`src/rtl/fpu_addsub_seq.sv`:
```
// Multi-cycle IEEE-754 single-precision add/subtract (truncating, flush-to-zero).
// The FSM walks IDLE -> UNPACK -> ALIGN -> ADDSUB -> NORM and returns Result with a one-cycle Done.
`timescale 1ns/1ps
module fpu_addsub_seq #(
  parameter logic [31:0] QNAN = 32'h7FC00000
) (
  input  logic        Clk,
  input  logic        nRst,
  input  logic        Start,
  input  logic        Add_nSub,
  input  logic [31:0] A,
  input  logic [31:0] B,
  output logic        Busy,
  output logic        Done,
  output logic [31:0] Result
);

  localparam int unsigned MW = 24;
  localparam int unsigned EW = 8;

  localparam logic [2:0] S_IDLE   = 3'd0;
  localparam logic [2:0] S_UNPACK = 3'd1;
  localparam logic [2:0] S_ALIGN  = 3'd2;
  localparam logic [2:0] S_ADDSUB = 3'd3;
  localparam logic [2:0] S_NORM   = 3'd4;

  logic [2:0]    state_q, state_d;
  logic [31:0]   a_q, a_d, b_q, b_d;
  logic          sub_q, sub_d;
  logic          sx_q, sx_d;
  logic [EW-1:0] ex_q, ex_d, ey_q, ey_d;
  logic [MW-1:0] mx_q, mx_d, my_q, my_d;
  logic          eff_sub_q, eff_sub_d;
  logic          spec_q, spec_d;
  logic [31:0]   spec_val_q, spec_val_d;
  logic [MW:0]   sum_q, sum_d;
  logic          busy_q, busy_d;
  logic          done_q, done_d;
  logic [31:0]   result_q, result_d;

  // Operand decode for the UNPACK step (B sign already adjusted for subtract)
  logic          sa, sb, za, zb, nan_a, nan_b, inf_a, inf_b, swap;
  logic [EW-1:0] ea, eb;
  logic [MW-1:0] ma, mb;
  logic [30:0]   ka, kb;

  assign sa    = a_q[31];
  assign sb    = b_q[31] ^ sub_q;
  assign ea    = a_q[30:23];
  assign eb    = b_q[30:23];
  assign za    = (ea == 8'h00);
  assign zb    = (eb == 8'h00);
  assign nan_a = (ea == 8'hFF) && (a_q[22:0] != 23'h0);
  assign nan_b = (eb == 8'hFF) && (b_q[22:0] != 23'h0);
  assign inf_a = (ea == 8'hFF) && (a_q[22:0] == 23'h0);
  assign inf_b = (eb == 8'hFF) && (b_q[22:0] == 23'h0);
  assign ma    = za ? 24'h0 : {1'b1, a_q[22:0]};
  assign mb    = zb ? 24'h0 : {1'b1, b_q[22:0]};
  assign ka    = za ? 31'h0 : a_q[30:0];
  assign kb    = zb ? 31'h0 : b_q[30:0];
  assign swap  = (kb > ka);

  // Special-case resolution; priority follows the order of the if-chain
  logic        spec_hit;
  logic [31:0] spec_res;

  always_comb begin
    spec_hit = 1'b1;
    spec_res = QNAN;
    if (nan_a || nan_b) begin
      spec_res = QNAN;
    end else if (inf_a && inf_b) begin
      spec_res = (sa == sb) ? {sa, 8'hFF, 23'h0} : QNAN;
    end else if (inf_a) begin
      spec_res = {sa, 8'hFF, 23'h0};
    end else if (inf_b) begin
      spec_res = {sb, 8'hFF, 23'h0};
    end else if (za && zb) begin
      spec_res = {sa & sb, 31'h0};
    end else begin
      spec_hit = 1'b0;
    end
  end

  logic [EW-1:0] dshift;
  logic [MW-1:0] my_al;

  assign dshift = ex_q - ey_q;
  assign my_al  = (dshift >= 8'd25) ? 24'h0 : (my_q >> dshift);

  // Leading-zero count of the 24-bit magnitude for the normalising left shift
  logic [4:0] lzc;
  logic       found;

  always_comb begin
    lzc   = 5'd0;
    found = 1'b0;
    for (int i = 23; i >= 0; i--) begin
      if (!found && sum_q[i]) begin
        lzc   = 5'(23 - i);
        found = 1'b1;
      end
    end
  end

  logic signed [9:0] exp_n;
  logic [22:0]       frac_n;
  logic [31:0]       norm_res;

  always_comb begin
    if (sum_q[24]) begin
      exp_n  = signed'({2'b00, ex_q} + 10'd1);
      frac_n = sum_q[23:1];
    end else begin
      exp_n  = signed'({2'b00, ex_q} - {5'b00000, lzc});
      frac_n = sum_q[22:0] << lzc;
    end
    if (sum_q == 25'h0) begin
      norm_res = 32'h0;
    end else if (exp_n >= 10'sd255) begin
      norm_res = {sx_q, 8'hFF, 23'h0};
    end else if (exp_n <= 10'sd0) begin
      norm_res = {sx_q, 31'h0};
    end else begin
      norm_res = {sx_q, exp_n[7:0], frac_n};
    end
  end

  // Next-state and datapath updates
  always_comb begin
    state_d    = state_q;
    a_d        = a_q;
    b_d        = b_q;
    sub_d      = sub_q;
    sx_d       = sx_q;
    ex_d       = ex_q;
    ey_d       = ey_q;
    mx_d       = mx_q;
    my_d       = my_q;
    eff_sub_d  = eff_sub_q;
    spec_d     = spec_q;
    spec_val_d = spec_val_q;
    sum_d      = sum_q;
    busy_d     = busy_q;
    done_d     = 1'b0;
    result_d   = result_q;
    case (state_q)
      S_IDLE: begin
        if (Start) begin
          a_d     = A;
          b_d     = B;
          sub_d   = Add_nSub;
          busy_d  = 1'b1;
          state_d = S_UNPACK;
        end
      end
      S_UNPACK: begin
        sx_d       = swap ? sb : sa;
        ex_d       = swap ? eb : ea;
        mx_d       = swap ? mb : ma;
        ey_d       = swap ? ea : eb;
        my_d       = swap ? ma : mb;
        eff_sub_d  = sa ^ sb;
        spec_d     = spec_hit;
        spec_val_d = spec_res;
        state_d    = S_ALIGN;
      end
      S_ALIGN: begin
        my_d    = my_al;
        state_d = S_ADDSUB;
      end
      S_ADDSUB: begin
        sum_d   = eff_sub_q ? ({1'b0, mx_q} - {1'b0, my_q}) : ({1'b0, mx_q} + {1'b0, my_q});
        state_d = S_NORM;
      end
      S_NORM: begin
        result_d = spec_q ? spec_val_q : norm_res;
        done_d   = 1'b1;
        busy_d   = 1'b0;
        state_d  = S_IDLE;
      end
      default: begin
        busy_d  = 1'b0;
        state_d = S_IDLE;
      end
    endcase
  end

  always_ff @(posedge Clk or negedge nRst) begin
    if (!nRst) begin
      state_q    <= S_IDLE;
      a_q        <= 32'h0;
      b_q        <= 32'h0;
      sub_q      <= 1'b0;
      sx_q       <= 1'b0;
      ex_q       <= '0;
      ey_q       <= '0;
      mx_q       <= '0;
      my_q       <= '0;
      eff_sub_q  <= 1'b0;
      spec_q     <= 1'b0;
      spec_val_q <= 32'h0;
      sum_q      <= '0;
      busy_q     <= 1'b0;
      done_q     <= 1'b0;
      result_q   <= 32'h0;
    end else begin
      state_q    <= state_d;
      a_q        <= a_d;
      b_q        <= b_d;
      sub_q      <= sub_d;
      sx_q       <= sx_d;
      ex_q       <= ex_d;
      ey_q       <= ey_d;
      mx_q       <= mx_d;
      my_q       <= my_d;
      eff_sub_q  <= eff_sub_d;
      spec_q     <= spec_d;
      spec_val_q <= spec_val_d;
      sum_q      <= sum_d;
      busy_q     <= busy_d;
      done_q     <= done_d;
      result_q   <= result_d;
    end
  end

  assign Busy   = busy_q;
  assign Done   = done_q;
  assign Result = result_q;

endmodule

```
`config.mk`:
```
export PLATFORM = sky130hd
export DESIGN_NAME = fpu_addsub_seq
export DESIGN_NICKNAME = d
export VERILOG_FILES = /design/src/rtl/fpu_addsub_seq.sv
export SDC_FILE = /design/constraint.sdc
export NUM_CORES = 1
export LEC_CHECK = 0
export ABC_AREA = 1
export CORE_UTILIZATION = 61
export DETAILED_ROUTE_END_ITERATION = 8
export PLACE_DENSITY_LB_ADDON = 0.15
export SYNTH_ARGS = -nofsm -noshare
export SYNTH_HDL_FRONTEND = slang
export SYNTH_SLANG_ARGS = --single-unit
```
`constraint.sdc`:
```
create_clock -name Clk -period 4.8 [get_ports Clk]
set_clock_uncertainty 0.2 [all_clocks]
set_input_delay 0.48 -clock Clk [delete_from_list [all_inputs] [get_ports Clk]]
set_output_delay 0.48 -clock Clk [all_outputs]
set_load 0.05 [all_outputs]
```
==> results of run 1 <==
==> sequential cells by signal, indices dropped and copies added (netlist names) <==
| signal | cells |
|---|---|
| spec_val_q | 3 |
| my_q | 24 |
| eff_sub_q | 1 |
| Result | 32 |
| sub_q | 1 |
| a_q | 32 |
| ex_q | 8 |
| mx_q | 24 |
| Done | 1 |
| state_q | 3 |
| sx_q | 1 |
| ey_q | 8 |
| b_q | 32 |
| Busy | 1 |
| sum_q | 25 |
| spec_q | 1 |
==> synthesized netlist by cell type (all sizes together) <==
library cell	n
nand2	485
nand3	252
nor2	230
o21ai	212
inv	209
dfrtp	197
a21oi	178
clkbuf	73
ha	71
xor2	36
buf	32
nand4	32
nor3	20
o211ai	19
nor4	16
mux2	14
a22oi	13
or2	10
o22ai	8
xnor2	8
clkinv	7
a31oi	6
o21a	4
o31ai	4
and2	3
fa	3
o21bai	3
a21boi	2
a21o	2
a31o	2
a32oi	2
and3	2
o2111ai	2
a211oi	1
a2bb2oi	1
a41o	1
a41oi	1
nand3b	1
nor3b	1
o2111a	1
o221ai	1
or4	1
==> final cells by class <==
class	instances	area (sq um)	share of cell area, %
antenna	1	2.50	0.0150
tap	319	399	2.39
clock buffer	17	425	2.55
timing repair buffer	136	1290	7.74
sequential	197	4930	29.6
clock inverter	14	161	0.968
multi-input combinational	1648	8640	51.9
inverter	216	816	4.89
==> worst min-delay path by stage <==
| stage | cells past startpoint | slack [ns] | start | endpoint |
|---|---|---|---|---|
| after global placement | 1 | 0.26 | spec_val_q[31] | spec_val_q[31] |
| after global routing | 1 | 0.01 | nRst | Result[30] |
| after detailed placement | 2 | 0.28 | Result[15] | Result[15] |
| after floorplan | 0 | -0.02 | nRst | Busy |
| after CTS | 1 | 0.002 | nRst | Done |
| final | 1 | -0.04 | nRst | Result[30] |
==> metal layers <==
| layer | vias up | GRT usage [%] | wire [um] |
|---|---|---|---|
| met5 | - | 0 | 9 |
| met4 | 2 | 28.6 | 3750 |
| met3 | 213 | 8.54 | 4600 |
| met2 | 942 | 67.3 | 22900 |
| met1 | 7227 | 51.5 | 19200 |
| li1 | 7335 | - | - |
==> per-stage QoR <==
step                      worst slack, ns  utilization (%)  hold WS, ns
after global routing               0.0345             70.4       0.0136
after detailed placement            0.340             67.8        0.277
after global placement              0.473             67.8        0.261
after floorplan                     0.843                -      -0.0156
final                               0.424             70.4      -0.0422
after CTS                           0.278             70.3      0.00178
==> kinds of logic (layout without fill, tap and decap cells) <==
kind of cell    count (synthesis)  after routing  synth area share (%)
simple gates                 1053           1053                  31.0
compound gates                463            463                  17.0
buf+inv                       321            383                  8.68
flops                         197            197                  33.3
fa+ha+maj                      74             74                  6.40
xor+xnor                       44             44                  2.60
mux                            14             14                  1.06
other cells                     0              1                     0
==> what timing repair did <==
item,in CTS,in global routing
resized for setup,0,5
setup endpoints to repair,0,12
buffers inserted,0,1
==> flow_metrics.tcl, run 1 <==
set metrics [dict create \
    cp-endpoint "Result[7]" \
    critical_path_depth 24 \
    place_congestion 1.05 \
    boundaryPins 102 \
    die-area_sq_um 24900 \
    grt_start_max_net_pins 116 \
    worstRegToRegCells 24 \
    period_needed_ns 4.38 \
    cp_max_fo 21 \
    run_status "finished, violations left" \
    drc_errors 0 \
    design.final.nets 2358 \
    synth_area_per_cell_sq_um 6.84 \
    setup.reg_to_reg.worst_slack_ns 0.42 \
    layout.cells.most_common "nand2_1" \
    grt_antenna_before_repair 1 \
    std_cell_rows 56 \
    grt_pass1_wl_um 79700 \
    drt_first_iter_violations 2050 \
    cts_tree "yes" \
    cts_sinks 197 \
    via_count 15700 \
    timing.fmax_ghz 0.229 \
    drtPass1Iterations 6 \
    timing_worst_slew_pin_value_ns 0.939 \
    die_w_um 158 \
    floorplan.core_area_sq_um 23700 \
    cts_htree_levels 4 \
    worstSetupEndpointType "flip-flop" \
    critical_path_buf_inv_count 2 \
    grt-ovfl-total 0 \
    gr-usage-all-layers_pct 42.2 \
    cpLargestDelayFamily "simple AND/OR/NAND/NOR gates" \
    worst-setup-path-type "flip-flop to flip-flop" \
    rsz0062_at_grt "no" \
    synth.cell_area_sq_um 14800 \
    initial_core_utilization_pct 62.6 \
    violations "hold timing" \
    drt-vias-per-instance 6.17 \
    synthDominantCellAreaShare_pct 33.3 \
    synth_sequential_area_ratio_pct 33.3 \
    grt_pass1_vias 15000 \
    clk_latency_ns 0.45 \
    cap_viol_max_count 0 \
    place.port_buffers 101 \
    synth_seq_cells 197 \
    crit_start "sum_q[22]" \
    die_y_um 158 \
    drive_gt1_share_pct 5.92 \
    place.detailed.instances 2515 \
    fin_hold_ws_ns -0.0422 \
    clk_path_buf_depth 2 \
    finalCritPeriodShare_pct 91.2 \
    ant_nets 0 \
    cp.required_ns 4.93 \
    area_growth_from_synthesis_to_layout_pct 12.4 \
    synth_top_cells_by_area "dfrtp_1 33%, nand2_1 12%, nand3_1 8.3%" \
    postPlaceCellArea_sq_um 16100 \
    clk_pin_slew_worst_paths_ns 0.08 \
    drt-wirelength-per-cell_um 19.8 \
    worstPathArrival_ns 4.51 \
    postRouteWirelength_um 50500 \
    cts_root_buffer "clkbuf_16" \
    finish.cell_count_without_fillers 2548 \
    count_of_warnings_emitted_by_yosys 0 \
    headroom_to_the_max_slew_limit_pct 37.4 \
    largest_stage_delay_on_the_critical_path_ns 0.44 \
    crit_path_top_delay_cell "dfrtp_1" \
    fin_area_sq_um 16700 \
    cp_cell_sequence "nor2_1 -> nand2_2 -> nor2_4 -> nand3_4 -> nor2_8 -> nand2_2 -> a211oi_4 -> nor2_2 -> nand2_2 -> inv_2 -> ha_1 -> a21oi_1 -> nand2_1 -> or2_2 -> a32oi_2 -> nand3_1 -> nor2_1 -> nand3_1 -> nand2_1 -> inv_1 -> nand3_4 -> a21oi_1 -> o21ai_1 -> nand2_1" \
    synth_cells 2166 \
    timing.final.setup_violations 0 \
    drv_slew 0 \
    mappedNetlistNets 2308 \
    fillerInstances 2009 \
    cts_hold_repair.buffers 0 \
    timing.rr.start "sum_q[22]" \
    end_of_the_worst_register_to_register_path "Result[7]" \
    number_of_library_cell_types_mapped_by_synthesis 59 \
    dp_hpwl_um 38300 \
    setup.worst_path.start_class "flip-flop" \
    min-delay-path-class "primary input to async pin" \
    final_cell_mix "478 x nand2_1, 245 x nand3_1, 220 x nor2_1" \
    cts_inserted_buffers 17 \
    finalHoldViolations 50 \
    setup_tns_ns 0 \
    synthDominantAreaCellType "dfrtp_1" \
]
Power of run 1 is not shown: default switching activity piles up to over one toggle a cycle in this logic, so the estimate is an artifact.
==> run 2, diff against run 1 <==
--- a/config.mk
+++ b/config.mk
@@ -8,7 +8,7 @@
 export ABC_AREA = 1
 export CORE_UTILIZATION = 61
 export DETAILED_ROUTE_END_ITERATION = 8
-export PLACE_DENSITY_LB_ADDON = 0.15
+export PLACE_DENSITY = 0.82
 export SYNTH_ARGS = -nofsm -noshare
 export SYNTH_HDL_FRONTEND = slang
 export SYNTH_SLANG_ARGS = --single-unit
==> run 2 against run 1 <==
The run still ends with hold timing left. Register-to-register slack better by 0.02 ns. Final area is 0.16% higher. Sequential share of layout area about the same. Global-route usage about the same. Hold slack worse by 0.012 ns.
==> flow_metrics.tcl, run 2 (synthesis results as in run 1) <==
set metrics [dict create \
    run_status "finished, violations left" \
    violations "hold timing" \
    critical_path_buf_inv_count 5 \
    cap_viol_max_count 0 \
    cts_root_buffer "clkbuf_16" \
    cts_htree_levels 4 \
    cpLargestDelayFamily "simple AND/OR/NAND/NOR gates" \
    cts_inserted_buffers 17 \
    finalHoldViolations 36 \
    initial_core_utilization_pct 62.6 \
    timing_worst_slew_pin_value_ns 1.06 \
    die_w_um 158 \
    die_y_um 158 \
    worstPathArrival_ns 4.54 \
    largest_stage_delay_on_the_critical_path_ns 0.46 \
    clk_path_buf_depth 2 \
    area_growth_from_synthesis_to_layout_pct 12.6 \
    headroom_to_the_max_slew_limit_pct 29.4 \
    timing.fmax_ghz 0.229 \
    design.final.nets 2360 \
    gr-usage-all-layers_pct 42.2 \
    place_congestion 1.05 \
    area.sequential_sq_um 4930 \
    fillerInstances 1982 \
    dp_hpwl_um 37900 \
    cp_max_fo 15 \
    clk_pin_slew_worst_paths_ns 0.08 \
    finish.cell_count_without_fillers 2550 \
    grt_pass1_vias 14900 \
    postRouteWirelength_um 50500 \
    cp.required_ns 4.99 \
    crit_path_top_delay_cell "dfrtp_1" \
    critical-path-top-cell-by-count "nand2_1" \
    drt-wirelength-per-cell_um 19.8 \
    grt_start_max_net_pins 124 \
    floorplan.core_area_sq_um 23700 \
    drt_first_iter_violations 2180 \
    setup.worst_path.start_class "flip-flop" \
    cts_sinks 197 \
    final_critical_path_setup_slack_ns 0.442 \
    via_count 15900 \
    timing.final.setup_violations 0 \
    final_cell_mix "479 x nand2_1, 245 x nand3_1, 220 x nor2_1" \
    layout.cells.most_common "nand2_1" \
    boundaryPins 102 \
    cts_tree "yes" \
    die-area_sq_um 24900 \
    fin_hold_ws_ns -0.0547 \
    ant_nets 0 \
    period_needed_ns 4.36 \
    met3RoutedLength_um 4900 \
    multiInputGateArea_sq_um 8630 \
    worstSetupEndpointType "flip-flop" \
    place.port_buffers 101 \
    preCtsSetupSlack_ns 0.413 \
    min-delay-path-class "primary input to async pin" \
    met1_length_um 18500 \
    drive_gt1_share_pct 5.96 \
    grt_antenna_before_repair 1 \
    wl_met2_um 23500 \
    drtPass1Iterations 6 \
    finalCritPeriodShare_pct 90.8 \
    top_layer "met5" \
    drv_slew 0 \
    worst-setup-path-type "flip-flop to flip-flop" \
    std_cell_rows 56 \
    place.detailed.instances 2515 \
    grt-ovfl-total 0 \
    grt_pass1_wl_um 80100 \
    drt-vias-per-instance 6.22 \
    diodes 0 \
    drc_errors 0 \
    clk_latency_ns 0.46 \
]
run 2: cell type report:
cell class | count | area share (%)
inverters | 216 | 4.89
multi-input cells | 1648 | 51.7
well taps | 319 | 2.39
clock inverters | 15 | 1.11
flip-flops and latches | 197 | 29.5
repair buffers | 138 | 7.82
clock buffers | 17 | 2.55
run 2: metrics by stage:
stage	setup TNS [ns]	util [%]	instance area, sq um
finish	0	70.5	16700
global route	-0.000467	70.5	16700
CTS	0	70.4	16700
detailed placement	0	67.8	16100
global placement	0	67.8	16100
floorplan	0	-	14800
run 2: timing repair:
action	4_1_cts	5_1_grt
gates resized for setup	0	3
hold buffers	0	0
endpoints found under the setup margin	0	9
buffers inserted	0	3
run 2: routing by layer:
layer	up-vias	track usage [%]
li1	7363	-
met1	7285	51.4
met2	1006	67.5
met3	209	9.28
met4	2	27.8
met5	-	0
run 2: worst paths after layout:
check | to | cells past startpoint | from | slack (ns)
setup / recovery | Result[12] | 28 | sum_q[22] | 0.44
setup reg to reg | Result[12] | 28 | sum_q[22] | 0.44
hold / removal | Result[21] | 1 | nRst | -0.05
min in group Clk | Busy | 2 | Busy | 0.28
hold reg to reg | Busy | 2 | Busy | 0.28
max in group asynchronous | mx_q[9] | 2 | nRst | 3.44
Power of run 2 is left out for the same reason.
